File: src/rtl/pipeline_hazard_ctrl.sv
// Decode-stage hazard controller for the 5-stage SPARC pipeline.
// Stalls the front end on load-use hazards and inserts a bubble via ctrl_nop.
// Also produces the operand-forwarding selects and the annul flush of the delay slot.
// Optional performance counters are built only when HAZ_PERF_CNT_EN is defined;
// without it, stall_cnt/annul_cnt are tied to zero and no counter flops exist.
module pipeline_hazard_ctrl #(
    parameter int REG_AW            = 5,
    parameter int LOAD_STALL_CYCLES = 1,
    parameter int CNT_W             = 16
) (
    input  logic              Clk,
    input  logic              R,
    input  logic [REG_AW-1:0] ID_rs1,
    input  logic [REG_AW-1:0] ID_rs2,
    input  logic              ID_use_rs1,
    input  logic              ID_use_rs2,
    input  logic              ID_B_instr,
    input  logic              ID_29_a,
    input  logic              ID_br_always,
    input  logic              ID_br_taken,
    input  logic [REG_AW-1:0] EX_rd,
    input  logic [REG_AW-1:0] MEM_rd,
    input  logic [REG_AW-1:0] WB_rd,
    input  logic              EX_RF_enable,
    input  logic              MEM_RF_enable,
    input  logic              WB_RF_enable,
    input  logic              EX_load_instr,
    output logic              PC_LE,
    output logic              nPC_LE,
    output logic              IF_ID_LE,
    output logic              IF_ID_flush,
    output logic              ctrl_nop,
    output logic [1:0]        fwd_a,
    output logic [1:0]        fwd_b,
    output logic [CNT_W-1:0]  stall_cnt,
    output logic [CNT_W-1:0]  annul_cnt
);

    // state | meaning
    // RUN   | normal issue; a load-use hazard stalls in the same cycle
    // STALL | extra bubble cycles while the load result is still in flight
    typedef enum logic {RUN, STALL} state_t;

    // The first bubble is issued from RUN, so STALL only covers the remaining ones.
    localparam logic [2:0] STALL_INIT = 3'(LOAD_STALL_CYCLES - 1);

    state_t     state, state_next;
    logic [2:0] cnt, cnt_next;
    logic       hazard;
    logic       annul;
    logic       stall;
    logic [1:0] sel_a, sel_b;

    // Load-use detection against the instruction currently in EX; r0 never hazards.
    always_comb begin
        hazard = EX_load_instr & EX_RF_enable & (EX_rd != '0) &
                 ((ID_use_rs1 & (ID_rs1 == EX_rd)) | (ID_use_rs2 & (ID_rs2 == EX_rd)));
        annul  = ID_B_instr & ID_29_a & (ID_br_always | ~ID_br_taken);
    end

    // Operand source priority: youngest producer first, loads in EX excluded.
    function automatic logic [1:0] fwd_pick(
        input logic              rd_use,
        input logic [REG_AW-1:0] rs,
        input logic [REG_AW-1:0] ex_rd,
        input logic              ex_fwd_ok,
        input logic [REG_AW-1:0] mem_rd,
        input logic              mem_en,
        input logic [REG_AW-1:0] wb_rd,
        input logic              wb_en
    );
        logic [1:0] sel;
        sel = 2'b00;
        if (rd_use && (rs != '0)) begin
            if (ex_fwd_ok && (rs == ex_rd))
                sel = 2'b01;
            else if (mem_en && (rs == mem_rd))
                sel = 2'b10;
            else if (wb_en && (rs == wb_rd))
                sel = 2'b11;
        end
        return sel;
    endfunction

    // Forwarding selects are purely combinational and independent of the FSM.
    always_comb begin
        sel_a = fwd_pick(ID_use_rs1, ID_rs1, EX_rd, EX_RF_enable & ~EX_load_instr,
                         MEM_rd, MEM_RF_enable, WB_rd, WB_RF_enable);
        sel_b = fwd_pick(ID_use_rs2, ID_rs2, EX_rd, EX_RF_enable & ~EX_load_instr,
                         MEM_rd, MEM_RF_enable, WB_rd, WB_RF_enable);
    end

    // State and bubble counter; reset aborts any stall in progress.
    always_ff @(posedge Clk or negedge R) begin
        if (!R) begin
            state <= RUN;
            cnt   <= 3'd0;
        end else begin
            state <= state_next;
            cnt   <= cnt_next;
        end
    end

    // Next-state logic and output decode; outputs are forced while reset is held.
    always_comb begin
        state_next  = state;
        cnt_next    = cnt;
        stall       = 1'b0;
        PC_LE       = 1'b1;
        nPC_LE      = 1'b1;
        IF_ID_LE    = 1'b1;
        ctrl_nop    = 1'b1;
        IF_ID_flush = 1'b0;
        fwd_a       = 2'b00;
        fwd_b       = 2'b00;

        case (state)
            RUN: begin
                if (hazard) begin
                    stall = 1'b1;
                    if (LOAD_STALL_CYCLES > 1) begin
                        state_next = STALL;
                        cnt_next   = STALL_INIT;
                    end
                end
            end
            STALL: begin
                stall    = 1'b1;
                cnt_next = cnt - 3'd1;
                if (cnt <= 3'd1)
                    state_next = RUN;
            end
            default: state_next = RUN;
        endcase

        if (R) begin
            PC_LE       = ~stall;
            nPC_LE      = ~stall;
            IF_ID_LE    = ~stall;
            ctrl_nop    = stall;
            // A stalled branch is re-evaluated afterwards, so it must not annul now.
            IF_ID_flush = annul & ~stall;
            fwd_a       = sel_a;
            fwd_b       = sel_b;
        end
    end

`ifdef HAZ_PERF_CNT_EN
    logic [CNT_W-1:0] stall_q, annul_q;

    // Saturating event counters for stall and annul cycles.
    always_ff @(posedge Clk or negedge R) begin
        if (!R) begin
            stall_q <= '0;
            annul_q <= '0;
        end else begin
            if (stall && (stall_q != '1))
                stall_q <= stall_q + 1'b1;
            if (IF_ID_flush && (annul_q != '1))
                annul_q <= annul_q + 1'b1;
        end
    end

    assign stall_cnt = stall_q;
    assign annul_cnt = annul_q;
`else
    assign stall_cnt = '0;
    assign annul_cnt = '0;
`endif

endmodule

File: config.mk
export PLATFORM = sky130hd
export DESIGN_NAME = pipeline_hazard_ctrl
export DESIGN_NICKNAME = d
export VERILOG_FILES = /design/src/rtl/pipeline_hazard_ctrl.sv
export SDC_FILE = /design/constraint.sdc
export NUM_CORES = 1
export LEC_CHECK = 0
export ABC_CLOCK_PERIOD_IN_PS = 3200
export CAP_MARGIN = 5
export CORE_MARGIN = 2
export CORE_UTILIZATION = 35
export CTS_CLUSTER_DIAMETER = 200
export DETAILED_ROUTE_END_ITERATION = 10
export GPL_TIMING_DRIVEN = 0
export HOLD_SLACK_MARGIN = 0.12
export PLACE_DENSITY = 0.87
export SYNTH_ARGS = -nofsm -noshare
export SYNTH_HDL_FRONTEND = slang
export SYNTH_SLANG_ARGS = --single-unit
File: constraint.sdc
create_clock -name Clk -period 3.2 [get_ports Clk]
set_input_delay 0.48 -clock Clk [delete_from_list [all_inputs] [get_ports Clk]]
set_output_delay 0.48 -clock Clk [all_outputs]
set_load 0.005 [all_outputs]
==> results of run 1 <==
==> registers in the layout, summed over array words and instances (netlist names) <==
name   flops
cnt        3
state      1
==> critical path: stages <==
cell	delay (ns)
clkdlybuf4s50_1	0.59
xnor2_1	0.17
nand4_1	0.15
o22ai_1	0.22
a41oi_2	0.17
nand2b_1	0.22
buf_4	0.16
clkdlybuf4s50_1	0.43
==> kinds of logic after synthesis <==
logic type,Yosys count
buffers and inverters,37
XOR/XNOR,32
AND/OR/NAND/NOR,31
AO/OA/AOI/OAI,10
flip-flops,4
adder cells (fa/ha/maj),2
other,1
==> layer usage <==
metal / track usage, % / vias to the layer above / wire length (µm)
met3: 4.22 / 0 / 195
met5: 0 / - / 0
met1: 17.4 / 416 / 903
li1: - / 487 / -
met2: 28.4 / 49 / 1200
met4: 2.09 / 0 / 0
==> how the worst min path moves through the flow <==
stage               cells after the start   start     end
floorplan                               0       R  cnt[0]
global placement                        1  cnt[2]  cnt[2]
detailed placement                      1  cnt[2]  cnt[2]
CTS                                     1  cnt[2]  cnt[2]
global route                            1  cnt[2]  cnt[2]
finish                                  1  cnt[2]  cnt[2]
==> per-stage QoR <==
step | hold slack, ns | cell area (µm²) | power, W | instances
2_1_floorplan | 0.184 | 1040 | 0.000127 | 148
3_3_place_gp | 0.463 | 1530 | 0.000196 | 223
3_5_place_dp | 0.467 | 1530 | 0.000198 | 223
4_1_cts | 0.474 | 1550 | 0.000266 | 226
5_1_grt | 0.512 | 1550 | 0.000283 | 226
6_report | 0.474 | 1550 | 0.000264 | 226
==> power by group <==
part,leakage [nW],total (W),switching (W),internal [W]
clock,0.0138,0.0000641,0.0000221,0.0000421
sequential,0.0559,0.0000508,0,0.0000508
combinational,0.659,0.000149,0.0000570,0.0000916
==> cell type report <==
class	count	area, µm²
clock buffer	3	22.5
buffer	34	255
timing repair buffer	45	450
fill	228	947
inverter	3	11.3
multi-input combinational	107	676
tap	30	37.5
sequential	4	100
==> cell usage after synthesis (all sizes together) (2+ instances only) <==
master / number / area share [%]
buf: 34 / 28
xor2: 17 / 16
xnor2: 15 / 14
nand2: 6 / 2.4
a21oi: 5 / 2.7
dfrtp: 4 / 11
nor2: 4 / 1.6
nor4: 4 / 2.7
and3: 3 / 2.0
inv: 3 / 1.2
nor3: 3 / 2.2
ha: 2 / 2.7
nand3: 2 / 1.1
nand4: 2 / 1.4
nor2b: 2 / 1.4
o211ai: 2 / 1.6
or4: 2 / 1.6
==> out/qor.csv, run 1 <==
metric,value,unit
cell area after synthesis,926,µm²
CTS Buf Count,3,
Mapped Avg Cell Area,7.91,µm²
RR Startpoint,cnt[0],
routed via count,952,
Syn. warnings,0,
fin crit period,3.06,ns
Max Cap Viol,0,
Critical Path Source,ID_rs2[1],
Layout Nets,237,
# hold bufs at CTS,0,
global-route wire length before repair,3.86,mm
Final HPWL DP,2.13,mm
row cnt,18,
IO buf count,45,
deepest clock path buffer count,2,
Die ar.,3070,µm²
Synth cell types,25,
Synth Instances,117,
DRC,0,
share of cells above drive strength 1,20.4,%
crit path max fanout,4,
clk sink count,4,
Synth Area in Compound Gates,7.57,%
Layout area overhead,67.7,%
CTS tree,built,
"commonest non-fill, non-tap cell in the layout",clkdlybuf4s50_1,
Initial Utilization,37.0,%
TNS Setup,0,ns
post-layout util,62.1,%
unrepaired setup endpoints after global routing,no,
GRT Total Usage,15.2,%
"Data arrival, critical path",2.58,ns
Async SR Flop Fraction,100,%
setup slack at placement,0.116,ns
Post-Synth Simple-Gate Area,19.5,%
CP required,2.72,ns
Power Density,170,nW/µm²
Final Setup Violations,0,
GP Congestion,0.827,
ANT cells,0,
PostCTS Resize Cnt,0,
adder-cell share of the synthesized area,2.70,%
VDD IR max,167,µV
"Reg clk slew, reported paths",0.04,ns
final worst slack,0.136,ns
critical path class,input pin to output pin,
H-tree depth,1,
register area share after synthesis,10.8,%
CP endpoint,PC_LE,
initial DRC count,11,
Critical R2R Capture,cnt[1],
Detailed Routing Iterations Pass 1,2,
WL/cell,10.2,µm
largest family of logic cells by synthesized area,XOR/XNOR gates,
CP endpoint kind,output pin,
most frequent cells in the layout,"clkdlybuf4s50_1 (45), buf_4 (34), conb_1 (32), xor2_1 (17), xnor2_1 (15)",
Synth Register Bits,4,
Core Area,2500,µm²
multiplexer area fraction after synthesis,0,%
IO Count,78,
worst reg2reg setup slack,2.23,ns
FF-to-FF path depth,3,
Setup crit start kind,input pin,
Final Slew Violations,0,
initial antenna violation count,0,
"Clk Latency, worst-skew pair",0.24,ns
clock root buffer,clkbuf_4,
Post-DRT Antenna Nets,0,
crit share post-route,95.8,%
DIE HEIGHT,55.4,µm
Congestion Overflow GR,0,
HP Class,flip-flop to flip-flop,
vias in the first global route,885,
fmax,326,MHz
P_leak,0.729,nW
clk_skew,0.00451,ns
vias per cell,4.21,
# Post-CTS Setup Buffers,0,
Post-Synth XOR/XNOR Area,30.3,%
largest net degree at the start of global routing,10,
"Primary FF master, synth",dfrtp_1,
die extent in x,55.4,µm
"EDFF count, synth",0,
WL final,2.30,mm
run status,"finished, final reports clean",
Final Hold Vio Count,0,
Note: power is estimated with default switching activity, not from simulation.
==> inputs of run 2 (changes only) <==
ABC_CLOCK_PERIOD_IN_PS = 3860   (was 3200)
SLEW_MARGIN = 20   (was unset)
clock period = 3.86 ns   (was 3.2 ns; I/O delays follow)
==> results of run 2 <==
The final DEF is identical to that of run 1. Status: finished, final reports clean.
Main changes from that run: setup slack after placement 0.116 ns -> 0.578 ns; setup slack after layout 0.136 ns -> 0.598 ns; register-to-register setup slack 2.23 ns -> 2.89 ns; total power 0.000264 W -> 0.000219 W; worst IR drop on VDD 167 µV -> 139 µV
